**src/rtl/servant_wb_arbiter_n.sv**
```systemverilog
// servant_wb_arbiter_n: round-robin arbiter that multiplexes NM Wishbone masters onto one slave port.
// Define SERVANT_ARB_TIMEOUT_EN to compile in a bus timeout that force-acks a transfer the slave never answers.
module servant_wb_arbiter_n #(
   parameter int NM             = 2,
   parameter int AW             = 32,
   parameter int TIMEOUT_CYCLES = 255
) (
   input  logic             i_clk,
   input  logic             i_rst,
   input  logic [NM*AW-1:0] i_m_adr,
   input  logic [NM*32-1:0] i_m_dat,
   input  logic [NM*4-1:0]  i_m_sel,
   input  logic [NM-1:0]    i_m_we,
   input  logic [NM-1:0]    i_m_cyc,
   output logic [31:0]      o_m_rdt,
   output logic [NM-1:0]    o_m_ack,
   output logic [AW-1:0]    o_s_adr,
   output logic [31:0]      o_s_dat,
   output logic [3:0]       o_s_sel,
   output logic             o_s_we,
   output logic             o_s_cyc,
   input  logic [31:0]      i_s_rdt,
   input  logic             i_s_ack,
   output logic [NM-1:0]    o_grant,
   output logic             o_timeout
);

   localparam int GW = (NM > 1) ? $clog2(NM) : 1;

   localparam logic [0:0] S_IDLE = 1'b0;
   localparam logic [0:0] S_BUSY = 1'b1;

   if (NM < 2 || NM > 8 || TIMEOUT_CYCLES < 1 || TIMEOUT_CYCLES > 65535) begin : g_param_check
      $error("servant_wb_arbiter_n: parameter out of range");
   end

   logic [0:0]    state;
   logic [GW-1:0] g;
   logic [GW-1:0] p;
   logic [GW-1:0] sel_idx;
   logic [GW-1:0] p_adv;
   logic          busy;
   logic          timeout_hit;
   logic          cyc_g;
   logic [AW-1:0] adr_g;
   logic [31:0]   dat_g;
   logic [3:0]    sel_g;
   logic          we_g;
   int            best_d;
   int            d;

   assign busy  = (state == S_BUSY);
   assign p_adv = (g == GW'(NM - 1)) ? '0 : g + 1'b1;

   // Pick the requesting master closest to p going upward (wrapping), so p itself has top priority.
   always_comb begin
      sel_idx = p;
      best_d  = NM;
      d       = 0;
      for (int k = 0; k < NM; k++) begin
         if (i_m_cyc[k]) begin
            d = (k + NM - int'(p)) % NM;
            if (d < best_d) begin
               best_d  = d;
               sel_idx = GW'(k);
            end
         end
      end
   end

   always_comb begin
      cyc_g = 1'b0;
      adr_g = '0;
      dat_g = '0;
      sel_g = '0;
      we_g  = 1'b0;
      for (int k = 0; k < NM; k++) begin
         if (g == GW'(k)) begin
            cyc_g = i_m_cyc[k];
            adr_g = i_m_adr[k*AW +: AW];
            dat_g = i_m_dat[k*32 +: 32];
            sel_g = i_m_sel[k*4 +: 4];
            we_g  = i_m_we[k];
         end
      end
   end

   // A forced timeout ack hides the slave's data and drops the slave cycle for that one beat.
   always_comb begin
      o_s_adr = busy ? adr_g : '0;
      o_s_dat = busy ? dat_g : '0;
      o_s_sel = busy ? sel_g : '0;
      o_s_we  = busy & we_g;
      o_s_cyc = busy & cyc_g & ~timeout_hit;
      o_m_rdt = (busy && !timeout_hit) ? i_s_rdt : '0;
      o_m_ack = '0;
      for (int k = 0; k < NM; k++) begin
         o_m_ack[k] = busy && (g == GW'(k)) && (i_s_ack || timeout_hit);
      end
   end

   always_ff @(posedge i_clk) begin
      if (i_rst) begin
         state   <= S_IDLE;
         g       <= '0;
         p       <= '0;
         o_grant <= '0;
      end else if (state == S_IDLE) begin
         if (|i_m_cyc) begin
            state   <= S_BUSY;
            g       <= sel_idx;
            o_grant <= {{(NM-1){1'b0}}, 1'b1} << sel_idx;
         end
      end else begin
         if (i_s_ack || timeout_hit) begin
            state   <= S_IDLE;
            o_grant <= '0;
            p       <= p_adv;
         end else if (!cyc_g) begin
            state   <= S_IDLE;
            o_grant <= '0;
         end
      end
   end

`ifdef SERVANT_ARB_TIMEOUT_EN
   logic [15:0] to_cnt;
   logic        to_flag;

   assign timeout_hit = busy && !i_s_ack && (to_cnt == 16'(TIMEOUT_CYCLES));
   assign o_timeout   = to_flag;

   // Holding the counter at zero while idle guarantees it starts from zero on every BUSY entry.
   always_ff @(posedge i_clk) begin
      if (i_rst) begin
         to_cnt  <= '0;
         to_flag <= 1'b0;
      end else begin
         if (state == S_IDLE) begin
            to_cnt <= '0;
         end else if (!i_s_ack) begin
            to_cnt <= to_cnt + 16'd1;
         end
         if (timeout_hit) begin
            to_flag <= 1'b1;
         end
      end
   end
`else
   assign timeout_hit = 1'b0;
   assign o_timeout   = 1'b0;
`endif

endmodule

```
**config.mk**
```make
export PLATFORM = sky130hd
export DESIGN_NAME = servant_wb_arbiter_n
export DESIGN_NICKNAME = d
export VERILOG_FILES = /design/src/rtl/servant_wb_arbiter_n.sv
export SDC_FILE = /design/constraint.sdc
export NUM_CORES = 1
export LEC_CHECK = 0
export BUFFER_PORTS_ARGS = -buffer_cell sky130_fd_sc_hd__buf_2
export CAP_MARGIN = 10
export CORE_AREA = 2 2 110 112
export DETAILED_ROUTE_END_ITERATION = 8
export DIE_AREA = 0 0 112 114
export PLACE_DENSITY = 0.55
export SYNTH_ARGS = -nofsm -noshare
export SYNTH_HDL_FRONTEND = slang
export SYNTH_SLANG_ARGS = --single-unit
```
**constraint.sdc**
```tcl
create_clock -name i_clk -period 1.3 [get_ports i_clk]
set_clock_uncertainty 0.2 [all_clocks]
set_input_delay 0.195 -clock i_clk [delete_from_list [all_inputs] [get_ports i_clk]]
set_output_delay 0.195 -clock i_clk [all_outputs]
set_load 0.02 [all_outputs]
```
* Word level (Yosys, flattened, before mapping)
Cells that the tools add are included.
Widths: inputs -> output; s select.
** Storage, ports and cells
- Output and inout bits :: 107
- Register bits after elaboration :: 5
- Memory bits (writable) :: 0
- Input bits :: 175
- Memory bits (read-only) :: 0
- Word-level logic and storage cells :: 50
- Memories :: 0
- Bits in latches :: 0
** Cells by class
- Shifts and indexed selects :: 1
- Add/subtract/negate cells :: 3
- Reductions and logical operators :: 9
- Bitwise operators :: 6
- Equal/unequal tests :: 1
- Divide/modulo/power cells :: 0
- $lt $le $gt $ge :: 2
- Mux-type cells :: 24
- Multipliers :: 0
** Operators by type and width (count)
- $mux 32 :: 7
- $lt 2x32->1 :: 1
- $mux 1 :: 11
- $mux 2 :: 4
- $mux 4 :: 2
- $reduce_and 2->1 :: 3
- $sub 2x1->3 const A :: 2
- $and 1x1->1 :: 4
- $logic_and 1x1->1 :: 4
- $lt 2x3->1 const B :: 1
- $ne 3x3->1 const B :: 1
- $not 1->1 :: 2
- $reduce_bool 2->1 :: 1
- $reduce_or 2->1 :: 1
- $shl 1x1->2 const A :: 1
- $add 1x1->1 const B :: 1

* Logic depth before layout (Yosys ltp)
- Depth after elaboration :: 11
- Depth in mapped cells :: 4
- Depth with buffers taken out :: 3

* Least setup slack after synthesis
OpenSTA, ideal clock, no wires.
- Path kind :: register -> output
- Start point :: register state, in the netlist busy
- End point :: output o_s_adr[0]
- Slack :: -0.263 ns
- Stages on the path, launching flop included :: 4
- Required time :: 0.905 ns
- Data arrival time :: 1.168 ns
- Cells stage by stage :: dfxtp_1 > clkbuf_1 > clkbuf_1 > nor2b_1
** On the way
- Cells in the longest elaborated chain, start to end :: 1
** Ends and longest elaborated chain
- start, declared :: RTL line 37 : logic [0:0] state;
- start signal, assigned :: RTL line 104 : state <= S_IDLE;
- start signal, assigned :: RTL line 110 : state <= S_BUSY;
- start signal, assigned :: RTL line 116 : state <= S_IDLE;
- $mux 32 :: RTL line 90 : o_s_adr = busy ? adr_g : '0;
- end, declared :: RTL line 17 : output logic [AW-1:0] o_s_adr,
No other way between the ends.

* Final worst setup path
- Start point :: register g
- End point :: output o_s_dat[7]
** On the way
- Cells in the longest elaborated chain, start to end :: 2
** Ends and longest elaborated chain
- start, declared :: RTL line 38 : logic [GW-1:0] g;
- start signal, assigned :: RTL line 111 : g <= sel_idx;
- $mux 32 :: RTL line 78 : if (g == GW'(k)) begin
- $mux 32 :: RTL line 91 : o_s_dat = busy ? dat_g : '0;
- end, declared :: RTL line 18 : output logic [31:0] o_s_dat,
No other way between the ends.

==> impl_metrics.toml <==
[status]
status = "finished with violations"
violations = "negative setup slack"

[placement]
place_congestion = 0.6994
dpl.hpwl_mm = 6.342
port_buffers = 280

[worst_setup_path]
r2r-start = "g$_SDFFE_PP0P_"
required_ns = 0.90
crit_end = "o_s_dat[7]"
cp.arrival_ns = 1.37
cp-startpoint = "g$_SDFFE_PP0P_"
crit_type = "reg -> out"
reg2reg_depth = 6
crit_fanout = 9
crit_path_end_kind = "output port"
cp-start-kind = "flip-flop"
reg2reg_to = "o_grant[0]$_SDFFE_PP0P_"
r2r_setup_slack_ns = -0.37

[global_route]
grt_pass1_vias = 2923
grt_first_pass_wirelength_mm = 14.47
gr-total-overflow = 0
grt_usage_pct = 13.98
antenna_found_initial = 0
grt_max_degree = 13

[power]
swShare_pct = 36.38
p_switching_uw = 1155
internal-power_uw = 2019
p_total_uw = 3174
p_leak_uw = 0.002552
p_comb_share_pct = 78.3
p_seq_share_pct = 5.8
powerDensity_nw_per_um2 = 576.9
clkPwrFrac_pct = 15.9
ir_worst_vdd_uv = 279.1

[min_path]
hold_class = "in -> reg"

[timing]
finalCritPeriodShare_pct = 135.8
setup_viol = 108
finalHoldViolations = 0
final_max_slew_viol_count = 0
rsz0062_at_grt = "true"
period_needed_ns = 1.765
fmax_mhz = 566.5
tns_ns = -39.58
fin_ws_ns = -0.4654

[clock_network]
cts.sinks = 5
tritoncts = "done"
cts_max_path_buffers = 2
root_buffer = "clkbuf_16"
hold_buffers = 0
numCtsBuffers = 3
cts_max_level = 1
clk_pin_slew_ns = 0.03
clock_latency_ns = 0.23

[die]
start_util_pct = 14.17
dieWidth_um = 112
pin_count = 282
die_area_um2 = 12770
die_h_um = 114
rows = 40
coreArea_um2 = 11710

[synth]
yosys.area.top_type = "mux2i_1"
yosysTopAreaCellShare_pct = 42.23
synthCells = 222
syn_nets = 397
yosys_warnings = 0
synth-seq-cells = 5
syn_area_um2 = 1659
ys_seq_area_share_pct = 6.033
synthDistinctLibCells = 22
yosys-top-cells-count = "70 x mux2i_1, 70 x nor2b_1, 32 x and2_1"
synthTopCellsByArea = "mux2i_1 42%, nor2b_1 26%, and2_1 12%"
syn_avg_cell_area_um2 = 7.473
synth_edf_count = 0
ys.flop_type = "dfxtp_1"
async_flop_share_pct = 0

[route]
drc = 0
vias = 2806
wirelength_mm = 10.24
wl_per_cell_um = 15.10
vias_per_cell = 4.139
drtIter0Drc = 64
ant_nets = 0
first_pass_iters = 4

[final_layout]
area_delta_synth_final_pct = 231.6
fillerInstances = 1051
diodes = 0
drive_above_1_share_pct = 90.96
layout.nets = 707
fin_util_pct = 46.98

[run]
drv_cap = 0
-- kinds of logic (layout without fill, tap and decap cells) --
logic type | count (synthesis) | count (layout) | share of synthesized area [%]
compound gates | 8 | 8 | 3.017
buf+inv | 22 | 331 | 5.957
flops | 5 | 5 | 6.033
mux | 70 | 70 | 42.23
other cells | 1 | 1 | 0.2260
simple gates | 116 | 116 | 42.53
-- metrics by stage --
| stage | area, µm² | instances | setup WS, ns | hold slack, ns |
|---|---|---|---|---|
| after floorplan | 2481 | 222 | -0.09577 | 0.05665 |
| after global placement | 4048 | 639 | -0.2293 | 0.2284 |
| after detailed placement | 4048 | 639 | -0.2703 | 0.2281 |
| after CTS | 5258 | 673 | -0.4787 | 0.006347 |
| after global routing | 5502 | 678 | -0.5087 | 0.01232 |
| final | 5502 | 678 | -0.4654 | 0.01364 |
-- per-layer routing --
metal	wire length [µm]	share of wire [%]	GRT usage [%]
met1	3743	37	15.87
met2	5914	58	28.81
met3	546	5.3	1.328
met4	36	0.35	1.626
met5	0	0	0
-- critical path, cell delays in order, from the launching register on --
cell,delay [ns]
dfxtp_4,0.37
buf_6,0.16
buf_16,0.16
mux2i_2,0.23
nor2b_2,0.06
buf_2,0.15
-- how the worst min path moves through the flow --
stage               start                 endpoint  slack, ns  depth (start not counted)
floorplan           i_rst           g$_SDFFE_PP0P_       0.06                          1
global placement    i_rst           g$_SDFFE_PP0P_       0.23                          2
detailed placement  i_rst          busy$_SDFF_PP0_       0.23                          2
CTS                 i_rst          busy$_SDFF_PP0_      0.006                          2
global route        i_rst  o_grant[0]$_SDFFE_PP0P_       0.01                          2
finish              i_rst  o_grant[0]$_SDFFE_PP0P_       0.01                          2
-- registers in the layout, summed over array words and instances, names as in the netlist --
register and flops:
o_grant 2, busy 1, g 1, p 1
-- timing repair --
| action | 4_1_cts | 5_1_grt |
|---|---|---|
| gates cloned | 16 | 3 |
| resized for setup | 179 | 88 |
| setup buffers | 15 | 11 |
| endpoints found under the setup margin | 108 | 109 |
| pin swaps | 1 | 7 |
-- area by class of cell --
type | count | area (µm²) | area share (%)
multi-input cells | 195 | 2364 | 42.96
inverters | 1 | 3.754 | 0.06823
flip-flops and latches | 5 | 107.6 | 1.956
repair buffers | 326 | 2764 | 50.24
well taps | 147 | 183.9 | 3.343
clock buffers | 4 | 78.83 | 1.433
-- cell usage in the layout, fill, tap and decap left out, types with 6 or more instances in the layout --
master,Yosys,routed
buf_16,0,10
mux2i_1,70,25
buf_8,0,7
nor2b_4,0,32
buf_6,0,87
mux2i_2,0,12
mux2i_4,0,33
clkbuf_16,0,6
buf_12,0,9
and2_4,0,30
buf_2,7,201
nor2b_2,0,36
buf_4,2,6
-- power groups by stage --
stage          logic (µW)  clock network [µW]  registers (µW)
2_1_floorplan        1130                   0             182
3_3_place_gp         1690                   0             186
3_5_place_dp         1710                   0             187
4_1_cts              2380                 512             185
5_1_grt              2610                 534             186
6_report             2480                 505             184
Power figures use the tool's default switching activity.
